$ cat src/rtl/alu_defs_pkg.sv
// Shared ALU definitions: opcodes, datapath widths and NZCV flag ordering.
// Used by the ALU and by the writeback stage that follows it.
package alu_defs_pkg;

    localparam int ALU_DATA_WIDTH     = 32;
    localparam int ALU_REG_ADDR_WIDTH = 5;
    localparam int ALU_CTRL_WIDTH     = 3;
    localparam int ALU_NFLAGS         = 4;

    typedef enum logic [ALU_CTRL_WIDTH-1:0] {
        OP_NOP = 3'b000,
        OP_ADD = 3'b001,
        OP_SUB = 3'b010,
        OP_AND = 3'b011,
        OP_OR  = 3'b100,
        OP_XOR = 3'b101,
        OP_SRL = 3'b110,
        OP_SLL = 3'b111
    } alu_op_e;

    // Bit positions inside the {N,Z,C,V} status word
    localparam int FLAG_N = 3;
    localparam int FLAG_Z = 2;
    localparam int FLAG_C = 1;
    localparam int FLAG_V = 0;

    function automatic logic [ALU_NFLAGS-1:0] pack_flags(
        input logic n,
        input logic z,
        input logic c,
        input logic v
    );
        return {n, z, c, v};
    endfunction

endpackage

$ cat src/rtl/wb_skid_buffer.sv
// Two-entry valid/ready skid buffer over a packed word, FIFO ordered.
// in_ready depends only on registered state and reset, never on out_ready.
module wb_skid_buffer #(
    parameter int WIDTH = 8
) (
    input  logic             clk,
    input  logic             reset,
    input  logic             flush,
    input  logic             in_valid,
    output logic             in_ready,
    input  logic [WIDTH-1:0] in_data,
    output logic             out_valid,
    input  logic             out_ready,
    output logic [WIDTH-1:0] out_data
);

    logic             r_main_valid;
    logic             r_skid_valid;
    logic [WIDTH-1:0] r_main;
    logic [WIDTH-1:0] r_skid;
    logic             w_accept;
    logic             w_retire;

    assign in_ready  = ~r_skid_valid & ~reset;
    assign out_valid = r_main_valid;
    assign out_data  = r_main;
    assign w_accept  = in_valid & in_ready & ~flush;
    assign w_retire  = r_main_valid & out_ready & ~flush;

    always_ff @(posedge clk) begin
        if (reset) begin
            r_main_valid <= 1'b0;
            r_skid_valid <= 1'b0;
            r_main       <= '0;
            r_skid       <= '0;
        end else if (flush) begin
            r_main_valid <= 1'b0;
            r_skid_valid <= 1'b0;
        end else if (w_retire) begin
            // Skid full implies in_ready=0, so no accept can coincide
            if (r_skid_valid) begin
                r_main       <= r_skid;
                r_skid_valid <= 1'b0;
            end else if (w_accept) begin
                r_main <= in_data;
            end else begin
                r_main_valid <= 1'b0;
            end
        end else if (w_accept) begin
            if (!r_main_valid) begin
                r_main       <= in_data;
                r_main_valid <= 1'b1;
            end else begin
                r_skid       <= in_data;
                r_skid_valid <= 1'b1;
            end
        end
    end

endmodule

$ cat src/rtl/alu_writeback_stage.sv
// ALU writeback stage: skid-buffered result, regfile write enable,
// forwarding outputs and the architectural NZCV status register.
module alu_writeback_stage #(
    parameter int DATA_WIDTH     = alu_defs_pkg::ALU_DATA_WIDTH,
    parameter int REG_ADDR_WIDTH = alu_defs_pkg::ALU_REG_ADDR_WIDTH
) (
    input  logic                      clk,
    input  logic                      reset,
    input  logic                      flush,
    input  logic                      in_valid,
    output logic                      in_ready,
    input  logic [DATA_WIDTH-1:0]     in_result,
    input  logic                      in_Z,
    input  logic                      in_V,
    input  logic                      in_C,
    input  logic                      in_N,
    input  logic [2:0]                in_control,
    input  logic [REG_ADDR_WIDTH-1:0] in_dest,
    input  logic                      in_set_flags,
    output logic                      out_valid,
    input  logic                      out_ready,
    output logic [DATA_WIDTH-1:0]     out_result,
    output logic [REG_ADDR_WIDTH-1:0] out_dest,
    output logic                      out_write_en,
    output logic                      fwd_valid,
    output logic [REG_ADDR_WIDTH-1:0] fwd_dest,
    output logic [DATA_WIDTH-1:0]     fwd_result,
    output logic [3:0]                flags_q
);

    import alu_defs_pkg::*;

    localparam int EW = DATA_WIDTH + ALU_NFLAGS + ALU_CTRL_WIDTH
                      + REG_ADDR_WIDTH + 1;

    logic [EW-1:0]             w_in_entry;
    logic [EW-1:0]             w_out_entry;
    logic [DATA_WIDTH-1:0]     w_head_result;
    logic [ALU_NFLAGS-1:0]     w_head_flags;
    logic [ALU_CTRL_WIDTH-1:0] w_head_ctrl;
    logic [REG_ADDR_WIDTH-1:0] w_head_dest;
    logic                      w_head_sf;
    logic                      w_head_nop;
    logic                      w_retire;
    logic                      w_write_en;
    logic [ALU_NFLAGS-1:0]     r_flags;

    assign w_in_entry = {in_result,
                         pack_flags(in_N, in_Z, in_C, in_V),
                         in_control, in_dest, in_set_flags};

    wb_skid_buffer #(
        .WIDTH(EW)
    ) u_skid (
        .clk      (clk),
        .reset    (reset),
        .flush    (flush),
        .in_valid (in_valid),
        .in_ready (in_ready),
        .in_data  (w_in_entry),
        .out_valid(out_valid),
        .out_ready(out_ready),
        .out_data (w_out_entry)
    );

    assign {w_head_result, w_head_flags, w_head_ctrl,
            w_head_dest, w_head_sf} = w_out_entry;

    assign w_head_nop = (alu_op_e'(w_head_ctrl) == OP_NOP);
    assign w_retire   = out_valid & out_ready & ~flush;
    assign w_write_en = out_valid & ~w_head_nop & (w_head_dest != '0);

    assign out_result   = w_head_result;
    assign out_dest     = w_head_dest;
    assign out_write_en = w_write_en;
    assign fwd_valid    = w_write_en;
    assign fwd_dest     = w_head_dest;
    assign fwd_result   = w_head_result;
    assign flags_q      = r_flags;

    always_ff @(posedge clk) begin
        if (reset) begin
            r_flags <= '0;
        end else if (w_retire && w_head_sf && !w_head_nop) begin
            r_flags <= w_head_flags;
        end
    end

endmodule

$ cat config.mk
export PLATFORM = sky130hd
export DESIGN_NAME = alu_writeback_stage
export DESIGN_NICKNAME = d
export VERILOG_FILES = /design/src/rtl/alu_defs_pkg.sv /design/src/rtl/wb_skid_buffer.sv /design/src/rtl/alu_writeback_stage.sv
export SDC_FILE = /design/constraint.sdc
export NUM_CORES = 1
export LEC_CHECK = 0
export ABC_AREA = 1
export CAP_MARGIN = 40
export CORE_MARGIN = 3
export CORE_UTILIZATION = 53
export DETAILED_ROUTE_END_ITERATION = 7
export PLACE_DENSITY = 0.86
export SLEW_MARGIN = 20
export SYNTH_ARGS = -nofsm -noshare
export SYNTH_HDL_FRONTEND = slang
export SYNTH_SLANG_ARGS = --single-unit
$ cat constraint.sdc
create_clock -name clk -period 3.15 [get_ports clk]
set_input_delay 0.315 -clock clk [delete_from_list [all_inputs] [get_ports clk]]
set_output_delay 0.315 -clock clk [all_outputs]
set_load 0.005 [all_outputs]
# After elaboration in Yosys (flattened, before gate mapping)

Index checks and enable logic that the tools add are counted.

Flip-flop bits (word level): 96
Output and inout bits: 82

Equal/unequal tests: 3
Mux-type cells: 9
Bitwise logic cells: 12
Reduce and logical (&&, ||, !) cells: 13

Operators by type and width:

| operator                                     | number |
|---|---|
| 2-to-1 mux 45 bit                            | 5 |
| AND reduction 4 bit                          | 2 |
| bitwise AND 1 bit                            | 7 |
| inequality test 2 bit, second input constant | 3 |
| NOT 1 bit                                    | 5 |
| nonzero test 5 bit                           | 1 |
| 2-to-1 mux 1 bit                             | 4 |
| nonzero test 2 bit                           | 2 |
| logical NOT 3 bit                            | 1 |
| AND reduction 3 bit                          | 1 |
| OR reduction 3 bit                           | 1 |
| logical AND 1 bit                            | 2 |
| AND reduction 2 bit                          | 1 |
| OR reduction 2 bit                           | 1 |
| logical NOT 1 bit                            | 1 |

# Longest topological paths before layout

Depth after elaboration: 7
Gate-level depth with buffers: 9
Mapped depth without buffers: 8

# By module

Synthesis repeated with hierarchy kept, for this count alone.

Cell total of the unflattened synthesis: 727
Area, all modules: 4717.0 um^2

Modules (own cells, without submodules):

| module              | instances | cells each | area an instance (um^2) | seq. area each (um^2) |
|---|---|---|---|---|
| wb_skid_buffer      | 1         | 653        | 4187.8                  | 1841.8 |
| alu_writeback_stage | 1         | 74         | 529.3                   | 80.1 |

# Least setup slack after synthesis

OpenSTA, ideal clock, no wires.

Kind: reg2reg
Start point: register u_skid.r_main_valid, in the netlist u_skid.out_valid
End point: register r_flags[0], in the netlist flags_q[0]
Arrival: 1.185 ns
Required time: 3.034 ns
Setup slack: 1.849 ns
Stages on the path, launching flop included: 7
Period minus slack after synthesis: 1.301 ns
Path through: dfxtp_1 > buf_2 > nand2_1 > nor2_4 > nand3_1 > o21ai_0 > nor2_1

Word-level cells in the longest chain between the ends: 4

Ends and longest elaborated chain:

| item                           | line                      | text |
|---|---|---|
| start: declaration             | wb_skid_buffer.sv:17      | `logic r_main_valid;` |
| start signal: assignment       | wb_skid_buffer.sv:32      | `r_main_valid <= 1'b0;` |
| start signal: assignment       | wb_skid_buffer.sv:37      | `r_main_valid <= 1'b0;` |
| start signal: assignment       | wb_skid_buffer.sv:47      | `r_main_valid <= 1'b0;` |
| bitwise AND 1 bit (2 in a row) | alu_writeback_stage.sv:70 | `assign w_retire = out_valid & out_ready & ~flush;` |
| logical AND 1 bit (2 in a row) | alu_writeback_stage.sv:84 | `end else if (w_retire && w_head_sf && !w_head_nop) begin` |
| end signal: assignment         | alu_writeback_stage.sv:85 | `r_flags <= w_head_flags;` |
| end: declaration               | alu_writeback_stage.sv:46 | `logic [ALU_NFLAGS-1:0] r_flags;` |

Every way passes these cells.
A chain may end at the register's enable or synchronous reset.

# Worst setup path in the final report

Start point: register u_skid.r_skid_valid
End point: output port in_ready

Word-level cells in the longest chain between the ends: 2

Ends and longest elaborated chain:

| item                     | line                      | text |
|---|---|---|
| start: declaration       | wb_skid_buffer.sv:18      | `logic r_skid_valid;` |
| start signal: assignment | wb_skid_buffer.sv:33      | `r_skid_valid <= 1'b0;` |
| start signal: assignment | wb_skid_buffer.sv:38      | `r_skid_valid <= 1'b0;` |
| start signal: assignment | wb_skid_buffer.sv:43      | `r_skid_valid <= 1'b0;` |
| NOT 1 bit                | wb_skid_buffer.sv:24      | `assign in_ready = ~r_skid_valid & ~reset;` |
| bitwise AND 1 bit        | wb_skid_buffer.sv:24      |  |
| end: declaration         | alu_writeback_stage.sv:11 | `output logic in_ready,` |

Every way passes these cells.

==> metrics <==
H-tree levels 3; leakage dissipation 2.58 nW; outcome completed; Synth Register Bits 96; worst skew pair latency 0.36 ns; largest net degree at the start of global routing 53; placed insts 883; async set-reset flop share out of synthesis 0%; Synthesized Nets 803; Synth area leader dfxtp_1; Final Hold Fails 0; combinational power share 13.7%; die span in x 103 µm; P&R area growth vs syn 18.8%; CP required 2.83 ns; power per cell area 411 mW/mm²; fraction of layout cells with a size suffix above 1 4.80%; post-route minimum period 2.07 ns; total vias in the final route 4545; CTS max path bufs 2; setup_tns 0 ns; gr usage total 22.3%; Non-Filler Instances 899; Peak VDD IR 0.000289 V; post-synthesis cell type count 20; Slew @ Worst Pin 0.572 ns; max-slew violations 0; Seq/Total Area, Yosys 38.7%; Cell Area, Placed 0.00570 mm²; cts repair resizes 0; count leader, synth nand2_1; cell area after synthesis 0.00497 mm²; Detailed Place HPWL 7580 µm; Reg area 0.00192 mm²; Setup violations, final 0; IO Pins 132; EDFF count, synth 0; top post-synthesis cells by area dfxtp_1 (39%), nand2_1 (17%), buf_4 (12%); postcts setup bufs 0; antenna cell count 0; Inserted Clock Buffers 9; clock sink total 96; Layout fillers 771; first-pass GRT wire length 18900 µm; drt first pass iters 5; Worst EP arrival 1.76 ns; post-route cell area 0.00590 mm²; DR WL/cell 12.9 µm; GRT overflow 0; Vert. Die Dim 103 µm; share of power burned in registers 52.2%; Worst Path Max Fanout 48; Worst path slowest cell clkdlybuf4s50_1; Starting Density 55.6%; Primary FF master, synth dfxtp_1; wirelength, routed 11600 µm; clock skew 0.00781 ns; initial antenna violation count 0; Fmax 483 MHz; core area 0.00893 mm²; CTS tree done; multi-input logic area 0.00205 mm²; Total Nets Final 836; RSZ-0062 raised after global routing no; Via density 5.06; initial drt markers 218; Critical Path, Cell by Cell buf_4 > nor2_1 > clkdlybuf4s50_1; Worst Hold Class input pin to flip-flop; hold buffers post-CTS 0; Clk pin slew, worst setup/hold paths 0.09 ns; internal cell power 1.82 mW; Setup CP Type flip-flop to output port; # DRC 0; Synth Warn # 0; # rows 34; syn_area_per_cell 6.60 µm²; Rel. slew slack 61.8%; Post-synth top cells nand2_1 (229), nor2_1 (101), dfxtp_1 (96); DIE AREA 0.0106 mm²; startpoint type of the worst setup path flip-flop; antenna-violating nets left 0; Clock Tree Root clkbuf_8; clock share of power 34.1%; P_sw 0.611 mW; Yosys top cell area share 38.7%; vias in the first global route 4344; cells after synthesis 753; crit path capture type output port; Max-Cap Viols 0; Crit path largest cell delay 0.47 ns; routability cong. 0.794; IO Port Bufs 131; Sw Ratio 25.2%; final worst-path cycle share 65.8%
==> layout by cell type, fill, tap and decap left out <==
| cell | synthesis | final |
|---|---|---|
| nand2_1 | 229 | 229 |
| clkdlybuf4s50_1 | 0 | 130 |
| nor2_1 | 101 | 101 |
| dfxtp_1 | 96 | 95 |
| nand3_1 | 93 | 93 |
| inv_1 | 50 | 49 |
| a21oi_1 | 46 | 46 |
| buf_4 | 79 | 11 |
| clkbuf_8 | 0 | 10 |
| o21ai_0 | 6 | 6 |
| inv_2 | 2 | 2 |
| nand2_2 | 2 | 2 |
| nor2_4 | 2 | 2 |
| clkinv_1 | 1 | 2 |
| clkinvlp_4 | 0 | 2 |
| nor3_1 | 1 | 1 |
| a31oi_1 | 1 | 1 |
| nand4_4 | 1 | 1 |
| nor2_2 | 1 | 1 |
| nand4_2 | 1 | 1 |
| inv_6 | 0 | 1 |
| bufinv_16 | 0 | 1 |
| clkinv_4 | 0 | 1 |
| clkinv_2 | 0 | 1 |
| buf_2 | 17 | 1 |
| dfxtp_2 | 0 | 1 |
==> final cells by class <==
type	count	share of cell area, %
clock inverters	6	1.14
flip-flops and latches	96	32.6
clock buffers	10	2.33
multi-input cells	484	34.7
well taps	108	2.29
inverters	53	3.37
repair buffers	142	23.5
==> power groups by stage <==
stage	Combinational, mW	Sequential [mW]	Clock, mW
global route	0.368	1.27	0.894
CTS	0.334	1.27	0.845
finish	0.332	1.27	0.829
detailed placement	0.332	1.30	0
global placement	0.326	1.29	0
floorplan	0.203	1.29	0
==> registers in the layout, summed over array words and instances, names as in the netlist <==
register and count:
u_skid.out_data 45, flags_q 4, u_skid.r_skid_valid 1, u_skid.r_skid 45
u_skid.out_valid 1
==> path summary, 6_finish.rpt <==
path                                            end                 from  cells after the start  slack (ns)
worst min-delay path              u_skid.r_skid[13]                reset                      2        0.42
worst max register to register  u_skid.out_data[43]     u_skid.out_valid                      7        1.20
worst min register to register    u_skid.r_skid[13]    u_skid.r_skid[13]                      2        0.47
worst max-delay path                       in_ready  u_skid.r_skid_valid                      3        1.08
==> critical path: cells and delay by family (launching register included) <==
family	cells	cell delay [ns]
buf+inv	2	0.93
flops	1	0.33
simple gates	1	0.12
==> routing by layer <==
metal	up-vias	part of all wire (%)	GRT usage (%)
li1	2318	-	-
met4	0	1.6	7.87
met2	177	49	39.4
met3	15	7.2	5.48
met1	2035	42	26.1
met5	-	0	0
==> stage by stage <==
| step | util, % | total power, mW | hold WS, ns | setup WS [ns] |
|---|---|---|---|---|
| 2_1_floorplan | - | 1.49 | 0.445 | 1.85 |
| 3_3_place_gp | 63.8 | 1.62 | 0.451 | 0.959 |
| 3_5_place_dp | 63.8 | 1.63 | 0.455 | 0.903 |
| 4_1_cts | 66.1 | 2.45 | 0.394 | 1.07 |
| 5_1_grt | 66.1 | 2.54 | 0.422 | 0.956 |
| 6_report | 66.1 | 2.43 | 0.416 | 1.08 |
==> cells by family after synthesis <==
kind of cell / count (synthesis) / synth area share [%]
DFF: 96 / 38.7
AOI/OAI and AO/OA: 53 / 5.36
and+or+nand+nor: 431 / 35.9
buffers and inverters: 173 / 20.1
Note: power is estimated with default switching activity, not from simulation.
